`config.mk`:
```
export PLATFORM = sky130hd
export DESIGN_NAME = plane_setup_sched
export DESIGN_NICKNAME = d
export VERILOG_FILES = /design/src/rtl/plane_setup_sched_pkg.sv /design/src/rtl/plane_setup_sched_prio_enc_lsb.sv /design/src/rtl/plane_setup_sched.sv
export SDC_FILE = /design/constraint.sdc
export NUM_CORES = 1
export LEC_CHECK = 0
export ABC_CLOCK_PERIOD_IN_PS = 1950
export BUFFER_PORTS_ARGS = -buffer_cell sky130_fd_sc_hd__buf_2
export CORE_AREA = 2 2 53 67
export DETAILED_ROUTE_END_ITERATION = 7
export DIE_AREA = 0 0 55 69
export PLACE_DENSITY = 0.77
export SYNTH_ARGS = -nofsm -noshare
export SYNTH_HDL_FRONTEND = slang
export SYNTH_SLANG_ARGS = --single-unit
export TNS_END_PERCENT = 100
```
`constraint.sdc`:
```
create_clock -name clock -period 1.95 [get_ports clock]
set_input_delay 0.39 -clock clock [delete_from_list [all_inputs] [get_ports clock]]
set_output_delay 0.39 -clock clock [all_outputs]
set_load 0.02 [all_outputs]
```
`src/rtl/plane_setup_sched_pkg.sv`:
```
// Shared types and constants for the plane-setup scheduler: FSM state encoding,
// attribute slot indices and the attribute index width.
package plane_setup_sched_pkg;

  localparam int ATTR_IDX_W = 3;

  typedef enum logic [2:0] {
    IDLE  = 3'd0,
    SCAN  = 3'd1,
    ISSUE = 3'd2,
    WAIT  = 3'd3,
    WRITE = 3'd4,
    READY = 3'd5
  } state_t;

  localparam logic [ATTR_IDX_W-1:0] ATTR_Z      = 3'd0;
  localparam logic [ATTR_IDX_W-1:0] ATTR_W      = 3'd1;
  localparam logic [ATTR_IDX_W-1:0] ATTR_U      = 3'd2;
  localparam logic [ATTR_IDX_W-1:0] ATTR_V      = 3'd3;
  localparam logic [ATTR_IDX_W-1:0] ATTR_BASE_0 = 3'd4;
  localparam logic [ATTR_IDX_W-1:0] ATTR_BASE_1 = 3'd5;
  localparam logic [ATTR_IDX_W-1:0] ATTR_OFFS_0 = 3'd6;
  localparam logic [ATTR_IDX_W-1:0] ATTR_OFFS_1 = 3'd7;

endpackage

```
`src/rtl/plane_setup_sched_prio_enc_lsb.sv`:
```
// Lowest-set-bit finder: returns the index of the least significant 1 in vec,
// and whether any bit is set at all.
module prio_enc_lsb
  import plane_setup_sched_pkg::*;
#(
  parameter int NUM_ATTR = 8
) (
  input  logic [NUM_ATTR-1:0]   vec,
  output logic [ATTR_IDX_W-1:0] idx,
  output logic                  any
);

  // Scanning downward lets the lowest set bit be the last (winning) assignment.
  always_comb begin
    idx = '0;
    any = 1'b0;
    for (int i = NUM_ATTR - 1; i >= 0; i--) begin
      if (vec[i]) begin
        idx = ATTR_IDX_W'(i);
        any = 1'b1;
      end
    end
  end

endmodule

```
`src/rtl/plane_setup_sched.sv`:
```
// Sequences one shared plane-setup datapath over the enabled attributes of a
// triangle, writes the coefficient bank, and culls degenerate or stalled triangles.
module plane_setup_sched
  import plane_setup_sched_pkg::*;
#(
  parameter int NUM_ATTR = 8,
  parameter int TIMEOUT  = 255
) (
  input  logic                  clock,
  input  logic                  reset_n,
  input  logic                  tri_valid,
  output logic                  tri_ready,
  input  logic [NUM_ATTR-1:0]   attr_mask,
  output logic                  su_setup,
  output logic [ATTR_IDX_W-1:0] su_attr,
  input  logic                  su_done,
  input  logic                  su_degen,
  output logic                  coef_we,
  output logic [ATTR_IDX_W-1:0] coef_addr,
  output logic                  params_valid,
  input  logic                  params_ack,
  output logic                  tri_culled,
  output logic                  timeout_err
);

  localparam int CNT_W = $clog2(TIMEOUT + 1);

  state_t                  state;
  logic [NUM_ATTR-1:0]     pending;
  logic [CNT_W-1:0]        wait_cnt;
  logic [ATTR_IDX_W-1:0]   lsb_idx;
  logic                    lsb_any;
  logic                    timeout_hit;

  prio_enc_lsb #(.NUM_ATTR(NUM_ATTR)) u_prio_enc_lsb (
    .vec (pending),
    .idx (lsb_idx),
    .any (lsb_any)
  );

  // The counter reaches TIMEOUT on this cycle's increment.
  assign timeout_hit = (wait_cnt == CNT_W'(TIMEOUT - 1));

  always_ff @(posedge clock or negedge reset_n) begin
    if (!reset_n) begin
      state        <= IDLE;
      tri_ready    <= 1'b1;
      pending      <= '0;
      wait_cnt     <= '0;
      su_setup     <= 1'b0;
      su_attr      <= '0;
      coef_we      <= 1'b0;
      coef_addr    <= '0;
      params_valid <= 1'b0;
      tri_culled   <= 1'b0;
      timeout_err  <= 1'b0;
    end else begin
      su_setup   <= 1'b0;
      coef_we    <= 1'b0;
      tri_culled <= 1'b0;
      case (state)
        IDLE: begin
          if (tri_valid) begin
            pending   <= attr_mask;
            tri_ready <= 1'b0;
            state     <= SCAN;
          end
        end
        SCAN: begin
          if (lsb_any) begin
            su_attr  <= lsb_idx;
            su_setup <= 1'b1;
            state    <= ISSUE;
          end else begin
            params_valid <= 1'b1;
            state        <= READY;
          end
        end
        ISSUE: begin
          wait_cnt <= '0;
          state    <= WAIT;
        end
        WAIT: begin
          wait_cnt <= wait_cnt + CNT_W'(1);
          if (su_done && su_degen) begin
            tri_culled <= 1'b1;
            pending    <= '0;
            tri_ready  <= 1'b1;
            state      <= IDLE;
          end else if (su_done) begin
            coef_we   <= 1'b1;
            coef_addr <= su_attr;
            state     <= WRITE;
          end else if (timeout_hit) begin
            timeout_err <= 1'b1;
            tri_culled  <= 1'b1;
            pending     <= '0;
            tri_ready   <= 1'b1;
            state       <= IDLE;
          end
        end
        WRITE: begin
          pending[su_attr] <= 1'b0;
          state            <= SCAN;
        end
        READY: begin
          if (params_ack) begin
            params_valid <= 1'b0;
            tri_ready    <= 1'b1;
            state        <= IDLE;
          end
        end
        default: begin
          tri_ready <= 1'b1;
          state     <= IDLE;
        end
      endcase
    end
  end

endmodule

```
==> summary.md <==
| Metric | Value |
|---|---|
| Status | `finished clean` |
| Min Tclk post-route | `1.69 ns` |
| First-pass GRT wire length | `6670 um` |
| Pwr dens | `1690 mW/mm^2` |
| CTS tree | `yes` |
| Final instance area | `0.00195 sq mm` |
| Share of cells above drive strength 1 | `0.270` |
| Crit. Startpoint | `state[0]$_DFFE_PN0P_` |
| Final setup violating endpoints | `0` |
| Max H-tree Level | `2` |
| Final TNS setup | `0 ns` |
| Worst Reg-to-Reg Cells | `3` |
| Syn avg cell area | `9.75 sq um` |
| Clock sink count | `31` |
| Number of DRC markers in iteration 0 | `45` |
| IO Pins | `26` |
| CP startpoint kind | `register` |
| Clk_lat worst skew | `0.29 ns` |
| FF+latch count, synth | `31` |
| Hold buffers post-CTS | `0` |
| TritonRoute pass-1 iters | `4` |
| Initial Util | `0.542` |
| Reg clk slew, reported paths | `0.07 ns` |
| Worst setup EP type | `register` |
| Post-Syn Area | `0.00172 sq mm` |
| Post-CTS Resized | `0` |
| Slew HR | `0.532` |
| Post-synth top area share | `0.438` |
| Placed cell area | `0.00186 sq mm` |
| WL final | `3870 um` |
| Routability congestion estimate | `0.869` |
| Drt drc | `0` |
| Area leader, netlist | `dfrtp_1` |
| Fin. Hold Viols | `0` |
| YS warnings | `0` |
| Largest net degree at the start of global routing | `32` |
| Worst hold slack | `0.145 ns` |
| Critical path required time | `2.13 ns` |
| Total grt overflow | `0` |
| P_leak | `0.894 nW` |
| Die Area | `0.00380 sq mm` |
| Gr usage total | `0.242` |
| Antenna viol nets, final | `0` |
| NumNets Final | `219` |
| Post-synthesis mux area share | `0.0430` |
| Final Max Tran Viols | `0` |
| Max Fanout on Critical Path | `14` |
| Wirelength per Cell | `16.1 um` |
| Fmax | `590 MHz` |
| Synth Net Count | `192` |
| Clk buf depth | `2` |
| Die X | `55 um` |
| # fillers | `285` |
| Number of synthesized flops with an enable pin | `0` |
| MaxCap Viol Count | `0` |
| Post-Layout Cell Count | `241` |
| Final Cycle Share | `0.869` |
| R2r setup slk | `0.26 ns` |
| Worst reg2reg path startpoint | `state[0]$_DFFE_PN0P_` |
| Clk_skew | `0.00585 ns` |
| Maximum VDD drop | `1.04 mV` |
| Initial antenna violation count | `0` |
| RR Endpoint | `coef_addr[0]$_DFFE_PN0P_` |
| Synth Area in Adders | `0.0146` |
| Fin util | `0.615` |
| Overall power | `3.28 mW` |
| Via count | `1422` |
| Synth Area in Simple Gates | `0.214` |
| Commonest non-fill, non-tap cell in the layout | `dfrtp_1` |
| Register area share after synthesis | `0.453` |
| Hold Path Class | `in2async` |
| Layout area overhead | `13.4%` |
| Asr flop ratio synth | `1.00` |
| Area of the multi-input gates | `853 sq um` |
| RSZ-0062 raised after global routing | `no` |
| Main flop type after synthesis | `dfrtp_1` |
| Post-synth cell types | `45` |
| Post-synthesis compound-gate area fraction | `0.225` |
| N_diodes | `0` |
| Worst Tran Pin Value | `0.702 ns` |
| HPWL Detailed | `2750 um` |
| Final worst slack | `0.255 ns` |
| Worst slack at placement | `0.288 ns` |
| Critical Path Sink | `coef_addr[0]$_DFFE_PN0P_` |
| CTS Buf Count | `5` |
| Cell count after placement | `233` |
| Root Driver | `clkbuf_8` |
| Vias in the first global route | `1433` |
| Number of core rows | `23` |
| Synth top area cells | `dfrtp_1 (44%), a21oi_1 (7.3%), a221oi_1 (4.1%), nand2_1 (3.5%), o21ai_0 (2.6%)` |
| Die H | `69 um` |
| Sequential cell area | `777 sq um` |
| Cells after Synth | `176` |
| Largest family of logic cells by synthesized area | `compound AO/OA/AOI/OAI gates` |
| Port Buf Inserts | `25` |
| Post-CTS Setup Bufs | `0` |
| Worst Path Arrival | `1.87 ns` |
| XOR/XNOR Fraction of Synth Area | `0` |
| Path type of the worst setup path | `reg2reg` |
| Core box area | `0.00317 sq mm` |
| Via density | `5.90` |
| Most frequent cells in the layout | `dfrtp_1 (30), a21oi_1 (25), buf_2 (25)` |
==> per-layer routing <==
layer  up-vias  global-route usage  routed length [um]
met5         -                   0                   0
met4         0               0.119                  92
met3         8              0.0606                 163
met2        34               0.397                2050
met1       682               0.280                1570
li1        698                   -                   -
==> layout make-up <==
cell class	count	share of cell area
clock inverters	3	0.00772
well taps	37	0.0238
inverters	8	0.0154
multi-input cells	128	0.439
repair buffers	29	0.0797
flip-flops and latches	31	0.399
clock buffers	5	0.0354
==> report_power, final <==
group	total (mW)	internal, mW	switching (mW)	leakage [nW]
logic	1.55	0.682	0.872	0.447
clock network	0.487	0.244	0.243	0.0477
registers	1.24	0.885	0.358	0.399
==> critical path: stages, from the launching register on <==
cell	delay [ns]
dfrtp_1	0.65
nand3b_2	0.26
nor3_4	0.30
mux2_2	0.37
==> worst min-delay path by stage <==
stage                                       start                        to  slack [ns]  cells after the start
final                                     reset_n    pending[0]$_DFFE_PN0P_        0.15                      1
after global routing                      reset_n      state[0]$_DFFE_PN0P_        0.21                      1
after CTS                                 reset_n    pending[7]$_DFFE_PN0P_        0.16                      1
after detailed placement                  reset_n   wait_cnt[5]$_DFFE_PN0P_        0.47                      1
after global placement    timeout_err$_DFFE_PN0P_   timeout_err$_DFFE_PN0P_        0.46                      1
after floorplan                           reset_n  coef_addr[0]$_DFFE_PN0P_        0.09                      0
==> cells by family after synthesis <==
| group | Yosys count |
|---|---|
| multiplexers | 7 |
| AO/OA/AOI/OAI | 58 |
| adder cells (fa/ha/maj) | 2 |
| AND/OR/NAND/NOR | 61 |
| buffers and inverters | 17 |
| flip-flops | 31 |
==> synth_stat cells, drive strengths merged, types with 2 or more instances <==
master,number
ha,2
a221oi,8
nor3b,2
nand3,6
o21ai,12
or3b,2
nand2,16
inv,8
o21a,2
dfrtp,30
mux2i,4
nor2,10
nand2b,3
o41ai,2
or4,2
mux2,3
buf,8
nand3b,4
nor3,9
a21oi,25
==> sequential cells by signal, indices dropped and copies added, names as in the netlist <==
register,cells
coef_addr,3
coef_we,1
params_valid,1
pending,8
state,3
su_attr,3
su_setup,1
timeout_err,1
tri_culled,1
tri_ready,1
wait_cnt,8
No activity file was read; power rests on OpenSTA's default activity.
